--- config.mk ---
export PLATFORM = sky130hd
export DESIGN_NAME = id_ex_stage
export DESIGN_NICKNAME = d
export VERILOG_FILES = /design/src/rtl/id_ex_stage.sv
export SDC_FILE = /design/constraint.sdc
export NUM_CORES = 1
export LEC_CHECK = 0
export ABC_AREA = 1
export CAP_MARGIN = 20
export CORE_ASPECT_RATIO = 0.6
export CORE_UTILIZATION = 46
export CTS_BUF_LIST = sky130_fd_sc_hd__clkbuf_16
export DETAILED_ROUTE_END_ITERATION = 10
export PLACE_DENSITY = 0.92
export SKIP_CTS_REPAIR_TIMING = 1
export SYNTH_ARGS = -nofsm -noshare
export SYNTH_HDL_FRONTEND = slang
export SYNTH_SLANG_ARGS = --single-unit
--- constraint.sdc ---
create_clock -name clk -period 4.5 [get_ports clk]
set_input_delay 0.9 -clock clk [delete_from_list [all_inputs] [get_ports clk]]
set_output_delay 0.9 -clock clk [all_outputs]
set_load 0.05 [all_outputs]
--- src/rtl/id_ex_stage.sv ---
// ID/EX pipeline register with operand forwarding and load-use hazard detection.
// Feeds srcA/srcB/alucontrol to the 16-bit ALU and asks decode to hold on a load-use pair.
module id_ex_stage #(
    parameter int unsigned n = 16,
    parameter int unsigned r = 3
) (
    input  logic         clk,
    input  logic         reset,
    input  logic         id_valid,
    input  logic [n-1:0] id_rd1,
    input  logic [n-1:0] id_rd2,
    input  logic [n-1:0] id_imm,
    input  logic [r-1:0] id_rs,
    input  logic [r-1:0] id_rt,
    input  logic [r-1:0] id_rd,
    input  logic         id_uses_rt,
    input  logic [2:0]   id_alucontrol,
    input  logic         id_alusrc,
    input  logic         id_regdst,
    input  logic         id_regwrite,
    input  logic         id_memwrite,
    input  logic         id_memtoreg,
    input  logic         stall,
    input  logic         flush,
    input  logic         exm_regwrite,
    input  logic [r-1:0] exm_wreg,
    input  logic [n-1:0] exm_result,
    input  logic         mwb_regwrite,
    input  logic [r-1:0] mwb_wreg,
    input  logic [n-1:0] mwb_result,
    output logic [n-1:0] srcA,
    output logic [n-1:0] srcB,
    output logic [2:0]   alucontrol,
    output logic [n-1:0] writedata,
    output logic [r-1:0] write_reg,
    output logic         ex_valid,
    output logic         ex_regwrite,
    output logic         ex_memwrite,
    output logic         ex_memtoreg,
    output logic         load_use_stall
);

    logic         r_valid;
    logic [n-1:0] r_rd1;
    logic [n-1:0] r_rd2;
    logic [n-1:0] r_imm;
    logic [r-1:0] r_rs;
    logic [r-1:0] r_rt;
    logic [r-1:0] r_rd;
    logic [2:0]   r_alucontrol;
    logic         r_alusrc;
    logic         r_regdst;
    logic         r_regwrite;
    logic         r_memwrite;
    logic         r_memtoreg;

    logic         w_bubble;
    logic         w_load;
    logic         w_rs_hit;
    logic         w_rt_hit;
    logic [r-1:0] w_wreg;
    logic [n-1:0] w_fwd_a;
    logic [n-1:0] w_fwd_b;

    assign w_wreg = r_regdst ? r_rd : r_rt;

    // Hazard against the load currently held here; a flush makes it moot.
    always_comb begin
        w_rs_hit       = (w_wreg == id_rs);
        w_rt_hit       = id_uses_rt && (w_wreg == id_rt);
        load_use_stall = r_valid && r_memtoreg && r_regwrite && (w_wreg != '0) &&
                         (w_rs_hit || w_rt_hit) && id_valid && !flush;
    end

    always_comb begin
        w_bubble = 1'b0;
        w_load   = 1'b0;
        if (flush) begin
            w_bubble = 1'b1;
        end else if (stall) begin
            w_bubble = 1'b0;
        end else if (load_use_stall) begin
            w_bubble = 1'b1;
        end else begin
            w_load = 1'b1;
        end
    end

    always_ff @(posedge clk) begin
        if (reset || w_bubble) begin
            r_valid      <= 1'b0;
            r_rd1        <= '0;
            r_rd2        <= '0;
            r_imm        <= '0;
            r_rs         <= '0;
            r_rt         <= '0;
            r_rd         <= '0;
            r_alucontrol <= '0;
            r_alusrc     <= 1'b0;
            r_regdst     <= 1'b0;
            r_regwrite   <= 1'b0;
            r_memwrite   <= 1'b0;
            r_memtoreg   <= 1'b0;
        end else if (w_load) begin
            r_valid      <= id_valid;
            r_rd1        <= id_rd1;
            r_rd2        <= id_rd2;
            r_imm        <= id_imm;
            r_rs         <= id_rs;
            r_rt         <= id_rt;
            r_rd         <= id_rd;
            r_alucontrol <= id_alucontrol;
            r_alusrc     <= id_alusrc;
            r_regdst     <= id_regdst;
            r_regwrite   <= id_regwrite;
            r_memwrite   <= id_memwrite;
            r_memtoreg   <= id_memtoreg;
        end
    end

    // EX/MEM is the younger result, so it takes precedence; register 0 is never forwarded.
    always_comb begin
        w_fwd_a = r_rd1;
        if (exm_regwrite && (exm_wreg == r_rs) && (r_rs != '0)) begin
            w_fwd_a = exm_result;
        end else if (mwb_regwrite && (mwb_wreg == r_rs) && (r_rs != '0)) begin
            w_fwd_a = mwb_result;
        end
    end

    always_comb begin
        w_fwd_b = r_rd2;
        if (exm_regwrite && (exm_wreg == r_rt) && (r_rt != '0)) begin
            w_fwd_b = exm_result;
        end else if (mwb_regwrite && (mwb_wreg == r_rt) && (r_rt != '0)) begin
            w_fwd_b = mwb_result;
        end
    end

    assign srcA        = w_fwd_a;
    assign srcB        = r_alusrc ? r_imm : w_fwd_b;
    assign writedata   = w_fwd_b;
    assign alucontrol  = r_alucontrol;
    assign write_reg   = w_wreg;
    assign ex_valid    = r_valid;
    assign ex_regwrite = r_regwrite;
    assign ex_memwrite = r_memwrite;
    assign ex_memtoreg = r_memtoreg;

endmodule

==> summary.md <==
From synthesis to final layout, the design area changed by 51.1%. The power per cell area was 259 nW/um2; the post-route clock period utilization was 84.3%. The count of port buffers added during placement works out to 169. The run finished with clean final reports. The worst setup path endpoint was srcA[14]. The Yosys step of the flow raised 0 warnings. The post-layout worst setup margin was 0.707 ns; the number of slew-limit violations in the final report was 0. In the layout the commonest cells are sky130_fd_sc_hd__nand2_1 (179), sky130_fd_sc_hd__nand3_1 (123), sky130_fd_sc_hd__clkdlybuf4s50_1 (121). The number of flip-flops and latches in the synthesized netlist is 66, and the detailed-route via count is 4919. The core region is 8070 um2. The tools report the met2 global-route usage as 50.2%.

The fill cell total of the finished layout was 655. The post-detailed-placement half-perimeter wirelength is 10300 um, and the post-detailed-route count of antenna-violating nets is 0. Setup violations remaining at the end of the flow were counted as 0.

For this run, asynchronously set or reset flops after synthesis account for 0%. The path class of the tightest hold or removal check is register to register. By area the synthesized netlist is led by sky130_fd_sc_hd__dfxtp_1 (34%), sky130_fd_sc_hd__nand2_1 (17%), sky130_fd_sc_hd__nand3_1 (16%), sky130_fd_sc_hd__a21oi_1 (8.4%), sky130_fd_sc_hd__o21ai_0 (4.2%). The H-tree generated during clock tree synthesis spans 3 levels. The largest area contributor in the netlist was sky130_fd_sc_hd__dfxtp_1. The per-cell via count in the routed design is 5.61, and the post-layout total power is 1.53 mW. The clock arrives with 0.00347 ns of skew. The routability-driven placement congestion ratio was 1.03; the detailed-route wire length was 14400 um. Across the VDD grid, the largest voltage drop is 0.222 mV. The worst path in the final design needs a cycle of 3.79 ns, including I/O delays and setup. The met1 global-route usage came out at 43.8%.

The floorplan has 25 rows. For the worst flop-to-flop path, the logic depth is 13. At the worst endpoint, the required time is 3.60 ns.

The longest clock path from root to sink contains 2 buffers. The die covers 8920 um2. The most numerous cell type found on the critical path is sky130_fd_sc_hd__nand2_1. The fraction of final layout cells with drive strength greater than 1 works out to 13.1%. Synthesis handed over a netlist of 619 instances. Headroom to the max-slew limit came out at 45.7%. Clock tree synthesis found a total of 66 sinks. The run gives 0.767 ns as the post-placement worst setup slack.

The post-synthesis average cell area is 6.34 um2, and the pin slew with the least headroom to its limit is 0.811 ns. Once layout is complete, the cells apart from fillers number 877. STA classifies the critical path endpoint as a primary output.

In this run the critical register-to-register path is captured at r_rd1[10]. The synthesized netlist contains 26 unique library cells. The clock-pin slew on the worst setup and hold paths was 0.05 ns; the met3 capacity usage during global routing was 9.24%. In this run, placement finished with an instance count of 863.

For this design the static power due to leakage is 2.45 nW. The critical path goes through clkdlybuf4s50_1 -> inv_1 -> nand2_1 -> nand2_1 -> nor2_1 -> nand4_1 -> buf_4 -> nand2_1 -> o21ai_0 -> o21ai_0 -> buf_12. The data arrival time of the worst path came out at 2.89 ns. After detailed routing, the number of remaining DRC violations is 0. For this run, the total global-route usage over all layers was measured as 32.5%. The tools report the via count of the first global-routing pass as 4581.

TritonCTS built the clock tree. Entering global routing, the biggest net connects 68 pins. Buffers inserted during clock tree synthesis total 9. The final antenna diode count is 0. Critical path start-end classification: input pin to primary output. In this run, synthesis inferred 0 flip-flops with an integrated enable. Maximum fanout count along the critical path: 32. For the wire length of the first global-routing pass, the log shows 22200 um. Sequential cells were found to cover 33.7% of the synthesized design area. In this run, the number of DRC markers left after iteration 0 of detailed routing was 485. The critical-path cell with the highest stage delay was sky130_fd_sc_hd__clkdlybuf4s50_1. The commonest non-fill, non-tap cell in the layout was sky130_fd_sc_hd__nand2_1.

For the clock latency of the later-clocked register in the worst-skew pair, the log shows 0.33 ns. The most critical setup path has its startpoint at mwb_wreg[1]. The most common flop cell mapped by yosys is sky130_fd_sc_hd__dfxtp_1. Setup repair after global routing left no endpoint under its margin.

The number of antenna violations at the first check in global routing came out at 0. The number of ports placed on the die boundary is 170, and the worst setup slack for register-to-register paths is 1.81 ns. For this run, the top clock speed supported by timing is 264 MHz. After detailed routing, the average wire length per cell comes to 16.5 um. The net count of the finished layout is 877. For this run the aggregate overflow at the end of global routing stands at 0. Summing every instance area after synthesis gives 3920 um2. Number of iterations in the first detailed-routing pass: 6. The cell sitting at the root of the clock tree is a sky130_fd_sc_hd__clkbuf_16. The worst register-to-register path begins at r_regdst.

met2 is the most crowded layer. For the number of hold violations in the final report, the log shows 0. The area share of the leading cell type in the synthesized netlist was 33.7%; the initial standard-cell utilization of the core was 48.6%. The net count of the mapped netlist is 730, and the die span in y is 73.5 um. The setup TNS after final layout came out at 0 ns. Die span in x: 121 um.

The delay contributed by the slowest stage of the critical path is 0.45 ns. The tool flagged a number of max-cap violations equal to 0. Category of the worst setup path launch point: an input pin.
## state kept, by name, indices dropped and copies added, names as in the netlist, 3 cells and up
signal,count
r_rs,3
r_rd2,16
r_rd,3
alucontrol,3
r_rd1,16
r_imm,16
r_rt,3
## cells by family (layout without fill, tap and decap cells)
group           count (synthesis)  after routing  share of synthesized area, %
buf+inv                        85            235                          10.4
xor+xnor                        4              4                         0.893
simple gates                  359            359                          41.4
compound gates                105            105                          13.7
flops                          66             66                          33.7
## metal layers
layer  share of wire, %  wire, um
met1                 44      6350
met4                1.8       257
met5                  0         0
met2                 43      6180
met3                 11      1650
## worst min path at each step
stage,startpoint,endpoint,slack (ns),cells after the start
final,alucontrol[0],alucontrol[0],0.46,2
after global routing,r_imm[6],r_imm[6],0.47,2
after CTS,r_imm[6],r_imm[6],0.46,2
after detailed placement,r_imm[6],r_imm[6],0.45,2
after global placement,alucontrol[1],alucontrol[1],0.45,2
after floorplan,r_imm[10],r_imm[10],0.44,2
## synth_stat cells (all sizes together) (3+ instances only)
cell type,instances
and2,16
o21ai,33
inv,40
buf,26
o22ai,3
a21oi,66
nand3,123
nand2,188
xor2,3
clkbuf,19
a211oi,3
nor2,10
dfxtp,66
nor3,3
or2,16
## metrics by stage
step	utilization [%]	hold WS (ns)	instance area, um2
final	73.4	0.459	5930
after global routing	73.4	0.475	5930
after CTS	73.4	0.461	5930
after detailed placement	70.3	0.453	5680
after global placement	70.3	0.448	5680
after floorplan	-	0.436	3920
## power breakdown
part           internal [mW]  switching, mW  leakage (nW)
Clock                  0.360          0.242         0.126
Combinational          0.154          0.170          1.79
Sequential             0.598         0.0106         0.535
## worst max-delay path, delay by kind of cell
| family | cells | cell delay [ns] |
|---|---|---|
| AOI/OAI and AO/OA | 2 | 0.52 |
| buffers and inverters | 4 | 0.97 |
| and+or+nand+nor | 5 | 0.49 |
## area by class of cell
class                   count  area, um2  share of cell area [%]
clock buffers               9        225                    3.80
repair buffers            181       1860                    31.4
clock inverters             5       25.0                   0.422
multi-input cells         468       2210                    37.2
inverters                  40        153                    2.58
flip-flops and latches     66       1320                    22.3
well taps                 108        135                    2.28
No activity file was read; power rests on OpenSTA's default activity.
